## config.mk

```make
export PLATFORM = sky130hd
export DESIGN_NAME = m_fetch_prefetch_buf
export DESIGN_NICKNAME = d
export VERILOG_FILES = /design/src/rtl/m_fetch_prefetch_buf_pkg.sv /design/src/rtl/m_fetch_prefetch_buf_fifo.sv /design/src/rtl/m_fetch_prefetch_buf.sv
export SDC_FILE = /design/constraint.sdc
export NUM_CORES = 1
export LEC_CHECK = 0
export BUFFER_PORTS_ARGS = -buffer_cell sky130_fd_sc_hd__buf_2
export CELL_PAD_IN_SITES_DETAIL_PLACEMENT = 1
export CELL_PAD_IN_SITES_GLOBAL_PLACEMENT = 2
export CORE_UTILIZATION = 45
export DETAILED_ROUTE_END_ITERATION = 8
export GPL_ROUTABILITY_DRIVEN = 0
export PLACE_DENSITY = 0.95
export REMOVE_ABC_BUFFERS = 1
export SLEW_MARGIN = 10
export SYNTH_ARGS = -nofsm -noshare
export SYNTH_HDL_FRONTEND = slang
export SYNTH_HIERARCHICAL = 1
export SYNTH_SLANG_ARGS = --single-unit
```

## constraint.sdc

```tcl
create_clock -name w_clock -period 18.3 [get_ports w_clock]
set_clock_uncertainty 0.2 [all_clocks]
set_input_delay 3.66 -clock w_clock [delete_from_list [all_inputs] [get_ports w_clock]]
set_output_delay 3.66 -clock w_clock [all_outputs]
set_load 0.01 [all_outputs]
```

## src/rtl/m_fetch_prefetch_buf_pkg.sv

```systemverilog
// Shared fetch front-end definitions: data width, NOP encoding, FIFO entry layout.
package m_fetch_prefetch_buf_pkg;
  localparam int XLEN = 32;
  localparam logic [XLEN-1:0] NOP_INSN = 32'h0000_0013;

  typedef struct packed {
    logic [XLEN-1:0] pc;
    logic [XLEN-1:0] ir;
  } fetch_entry_t;

  localparam int ENTRY_W = $bits(fetch_entry_t);
endpackage

```

## src/rtl/m_fetch_prefetch_buf_fifo.sv

```systemverilog
// Prefetch FIFO: DEPTH-entry circular buffer of {pc, ir} with flush and occupancy count.
module m_fetch_fifo
  import m_fetch_prefetch_buf_pkg::*;
#(
  parameter int DEPTH = 4
) (
  input  logic                       clk_i,
  input  logic                       rst_i,
  input  logic                       push_i,
  input  logic                       pop_i,
  input  logic                       flush_i,
  input  logic [ENTRY_W-1:0]         data_i,
  output logic [ENTRY_W-1:0]         head_o,
  output logic                       empty_o,
  output logic [$clog2(DEPTH):0]     count_o
);
  localparam int AW = $clog2(DEPTH);

  fetch_entry_t   mem_q [DEPTH];
  logic [AW:0]    wr_ptr_q, wr_ptr_d;
  logic [AW:0]    rd_ptr_q, rd_ptr_d;
  logic           full;
  logic           do_push, do_pop;

  // Extra pointer MSB distinguishes full from empty when the indices match.
  assign empty_o = (wr_ptr_q == rd_ptr_q);
  assign full    = (wr_ptr_q[AW-1:0] == rd_ptr_q[AW-1:0]) && (wr_ptr_q[AW] != rd_ptr_q[AW]);
  assign count_o = wr_ptr_q - rd_ptr_q;
  assign head_o  = mem_q[rd_ptr_q[AW-1:0]];

  assign do_push = push_i && !flush_i;
  assign do_pop  = pop_i && !flush_i && !empty_o;

  always_comb begin
    wr_ptr_d = wr_ptr_q;
    rd_ptr_d = rd_ptr_q;
    if (flush_i) begin
      wr_ptr_d = '0;
      rd_ptr_d = '0;
    end else begin
      if (do_push) wr_ptr_d = wr_ptr_q + 1'b1;
      if (do_pop)  rd_ptr_d = rd_ptr_q + 1'b1;
    end
  end

  always_ff @(posedge clk_i) begin
    if (rst_i) begin
      wr_ptr_q <= '0;
      rd_ptr_q <= '0;
    end else begin
      wr_ptr_q <= wr_ptr_d;
      rd_ptr_q <= rd_ptr_d;
    end
  end

  always_ff @(posedge clk_i) begin
    if (!rst_i && do_push) mem_q[wr_ptr_q[AW-1:0]] <= fetch_entry_t'(data_i);
  end

  // A push into a full buffer is only safe when the head leaves in the same cycle.
  always_ff @(posedge clk_i) begin
    if (!rst_i && do_push) assert (!full || do_pop);
  end
endmodule

```

## src/rtl/m_fetch_prefetch_buf.sv

```systemverilog
// Instruction-fetch front end: sequential fetch to a 1-cycle imem, prefetch FIFO to decode.
module m_fetch_prefetch_buf
  import m_fetch_prefetch_buf_pkg::*;
#(
  parameter int          DEPTH    = 4,
  parameter logic [31:0] RESET_PC = 32'h0,
  parameter logic [31:0] NOP      = NOP_INSN
) (
  input  logic        w_clock,
  input  logic        w_reset,
  output logic        w_imem_req,
  output logic [31:0] w_imem_addr,
  input  logic [31:0] w_imem_rdata,
  input  logic        w_redirect,
  input  logic [31:0] w_redirect_pc,
  output logic        w_valid,
  input  logic        w_ready,
  output logic [31:0] w_ir,
  output logic [31:0] w_pc
);
  localparam int AW = $clog2(DEPTH);
  localparam logic [AW+1:0] DEPTH_W  = DEPTH[AW+1:0];
  localparam logic [31:0]   PC_RESET = {RESET_PC[31:2], 2'b00};

  logic [31:0]  fetch_pc_q, fetch_pc_d;
  logic [31:0]  issued_pc_q, issued_pc_d;
  logic         inflight_q, inflight_d;
  logic [AW:0]  count;
  logic [AW+1:0] occ;
  logic         empty;
  logic         push, pop;
  logic [ENTRY_W-1:0] head_raw;
  fetch_entry_t head;
  logic         unused_rpc_lsb;

  assign unused_rpc_lsb = ^w_redirect_pc[1:0];

  // Credit: queued entries plus the response still in flight must leave room.
  assign occ        = {1'b0, count} + (AW+2)'(inflight_q);
  assign w_imem_req = !w_reset && !w_redirect && (occ < DEPTH_W);
  assign w_imem_addr = fetch_pc_q;

  assign push = inflight_q && !w_redirect;
  assign pop  = w_valid && w_ready && !w_redirect;

  always_comb begin
    fetch_pc_d  = fetch_pc_q;
    issued_pc_d = issued_pc_q;
    inflight_d  = inflight_q;
    if (w_redirect) begin
      fetch_pc_d = {w_redirect_pc[31:2], 2'b00};
      inflight_d = 1'b0;
    end else begin
      inflight_d = w_imem_req;
      if (w_imem_req) begin
        fetch_pc_d  = fetch_pc_q + 32'd4;
        issued_pc_d = fetch_pc_q;
      end
    end
  end

  always_ff @(posedge w_clock) begin
    if (w_reset) begin
      fetch_pc_q  <= PC_RESET;
      issued_pc_q <= '0;
      inflight_q  <= 1'b0;
    end else begin
      fetch_pc_q  <= fetch_pc_d;
      issued_pc_q <= issued_pc_d;
      inflight_q  <= inflight_d;
    end
  end

  m_fetch_fifo #(.DEPTH(DEPTH)) u_fifo (
    .clk_i   (w_clock),
    .rst_i   (w_reset),
    .push_i  (push),
    .pop_i   (pop),
    .flush_i (w_redirect),
    .data_i  ({issued_pc_q, w_imem_rdata}),
    .head_o  (head_raw),
    .empty_o (empty),
    .count_o (count)
  );

  assign head    = fetch_entry_t'(head_raw);
  assign w_valid = !w_reset && !empty;
  assign w_ir    = w_valid ? head.ir : NOP;
  assign w_pc    = w_valid ? head.pc : 32'h0;
endmodule
```

==> qor.txt <==
status: completed
critical path's most frequent cell: buf_2
Achievable Freq: 108 MHz
WHS: 0.289 ns
most frequent cell after synthesis: edfxtp_1
Crit Path Class: in2out
worst path cell trace: buf_2, buf_4, or4_4, inv_1, buf_2
Row Count: 61
Post-Syn Area: 13000 µm²
reg2reg path depth: 9
Final Hold Vio Count: 0
area of the multi-input gates: 3690 µm²
DPL Wire Length: 18.0 mm
placed cell areas: 14200 µm²
CP Capture Type: output port
Setup Buffers After CTS: 0
Syn Area/Cell: 15.9 µm²
I/O Buffers: 161
reg2reg start: u_fifo/wr_ptr_q[0]
DR WL/cell: 21.5 µm
total CTS buffers: 36
vias in the first global route: 7890
ratio of cells with drive above 1 in the final layout: 29.9%
1st-iter DRT viols: 473
clock share of power: 45.1%
Comb power frac: 3.1%
clock insertion delay at the later pin of the skew report: 0.51 ns
Final Non-Filler Cells: 1395
Sw Ratio: 20.4%
DRC viols: 0
area share of the leading cell type in the synthesized netlist: 59.2%
Worst EP required: 14.44 ns
Hold Crit Class: reg2reg
Reg power frac: 51.7%
H-tree depth: 2
Congestion Overflow GR: 0
setup violators final: 0
EDFF count, synth: 256
internal power: 1.25 mW
Worst setup SP type: input pin
layout net count: 1065
Cells after Synth: 818
first-pass GRT wire length: 45.6 mm
Net Switching: 320 µW
Starting Density: 46.2%
antenna violations before repair: 1
CTS tree: done
Core Region: 28100 µm²
Hold Crit Start: issued_pc_q[17]
Post-CTS Hold Fix Bufs: 0
RSZ-0062 raised after global routing: no
area added between synthesis and finish: 18.2%
fin crit share: 50.7%
delay of the slowest critical-path stage: 0.65 ns
maximum vdd drop: 55.3 µV
hold path depth: 0
commonest register cell after synthesis: edfxtp_1
I/O pin total: 166
die height: 172 µm
layout filler cell count: 2768
Seq/Total Area, Yosys: 69.8%
gr usage total: 20.9%
max_slew headroom: 26.2%
CTS resizes: 0
Placed Cells: 1328
TritonRoute pass-1 iters: 4
max-cap viol count: 0
final WL: 30.1 mm
P_leak: 5.43 nW
largest net degree at the start of global routing: 71
CP max FO: 70
top cells by area, synth: edfxtp_1 59%, mux4_2 11%, dfxtp_1 11%
total area of sequential cells: 9080 µm²
register bit total from synthesis: 325
# clock sinks: 325
Final Cell Area: 15300 µm²
synth cell count leaders: 256 x edfxtp_1, 89 x nand2_1, 69 x dfxtp_1
via count: 7499
TNS Setup: 0 ns
Yosys top cell by area: edfxtp_1
Die X: 172 µm
clk slew on worst S/H paths: 0.06 ns
CP Data Arrival Time: 5.42 ns
Slowest cell on crit path: buf_4
crit path from: w_reset
Final ANT Viol Nets: 0
Synth async-reset ratio: 0%
Slew Limit Fails: 0
vias per cell: 5.38
die area: 29500 µm²
actual slew at the worst max-slew pin: 1.11 ns
Ys Warns: 6
Power Density: 102 nW/µm²
crit path time final: 9.28 ns
maximum clock path buffer count: 3
Root Driver: clkbuf_16
synth unique cells: 45
per-layer routing:
layer	vias up	share of wire [%]	global-route usage, %
met5	-	0	0
met4	0	1.9	5.81
met3	44	5.6	3.64
met2	204	50	36.0
met1	3814	42	27.2
li1	3437	-	-
cells in the final DEF (no fill, tap or decap), types with 18 or more instances in the layout:
cell,netlist,layout
edfxtp_1,256,256
mux4_2,64,64
and2_1,62,62
buf_2,5,161
clkbuf_16,0,37
nor2_1,21,20
nand2_1,89,89
a21oi_1,48,48
xnor2_1,18,18
dfxtp_1,69,67
kinds of logic (layout without fill, tap and decap cells):
logic type	count (synthesis)	in the layout	synth area share [%]
buf+inv	62	251	2.19
simple gates	242	242	9.53
other cells	1	11	0.0289
mux	71	71	11.6
xor+xnor	29	29	1.96
flops	325	325	69.8
compound gates	79	79	3.88
fa+ha+maj	9	9	0.925
sequential cells by signal (all words and copies together), names as in the netlist, named ones only:
register and flops:
inflight_q 1, issued_pc_q 30, u_fifo/mem_q 256, u_fifo/rd_ptr_q 3, u_fifo/wr_ptr_q 3, w_imem_addr 30
power groups by stage:
stage	Sequential (mW)	Combinational [mW]	Clock, mW
6_report	0.812	0.0488	0.709
2_1_floorplan	0.827	0.0188	0
5_1_grt	0.813	0.0538	0.753
3_5_place_dp	0.828	0.0492	0
3_3_place_gp	0.827	0.0474	0
4_1_cts	0.812	0.0496	0.728
layout make-up:
cell class	count	share of cell area, %
Multi-Input combinational cell	440	24.1
Antenna cell	1	0.0163
Clock inverter	18	1.11
Timing Repair Buffer	169	5.64
Tap cell	378	3.08
Clock buffer	48	6.56
Sequential cell	325	59.1
Inverter	16	0.391
critical path: cells and delay by family:
| kind | cells | cell delay, ns |
|---|---|---|
| buf+inv | 4 | 1.07 |
| simple gates | 1 | 0.64 |
metrics by stage:
step	utilization [%]	worst slack, ns	power [mW]
6_report	54.6	9.02	1.57
5_1_grt	54.6	8.89	1.62
4_1_cts	54.6	9.02	1.59
3_5_place_dp	50.4	9.02	0.877
3_3_place_gp	50.4	9.03	0.875
2_1_floorplan	-	9.11	0.846
path summary, 6_finish.rpt:
kind	slack [ns]	end
setup reg to reg	14.82	w_imem_addr[10]
setup / recovery	9.02	w_imem_req
hold reg to reg	0.29	u_fifo/mem_q[0][49]
hold / removal	0.29	u_fifo/mem_q[0][49]
Power figures use the tool's default switching activity.
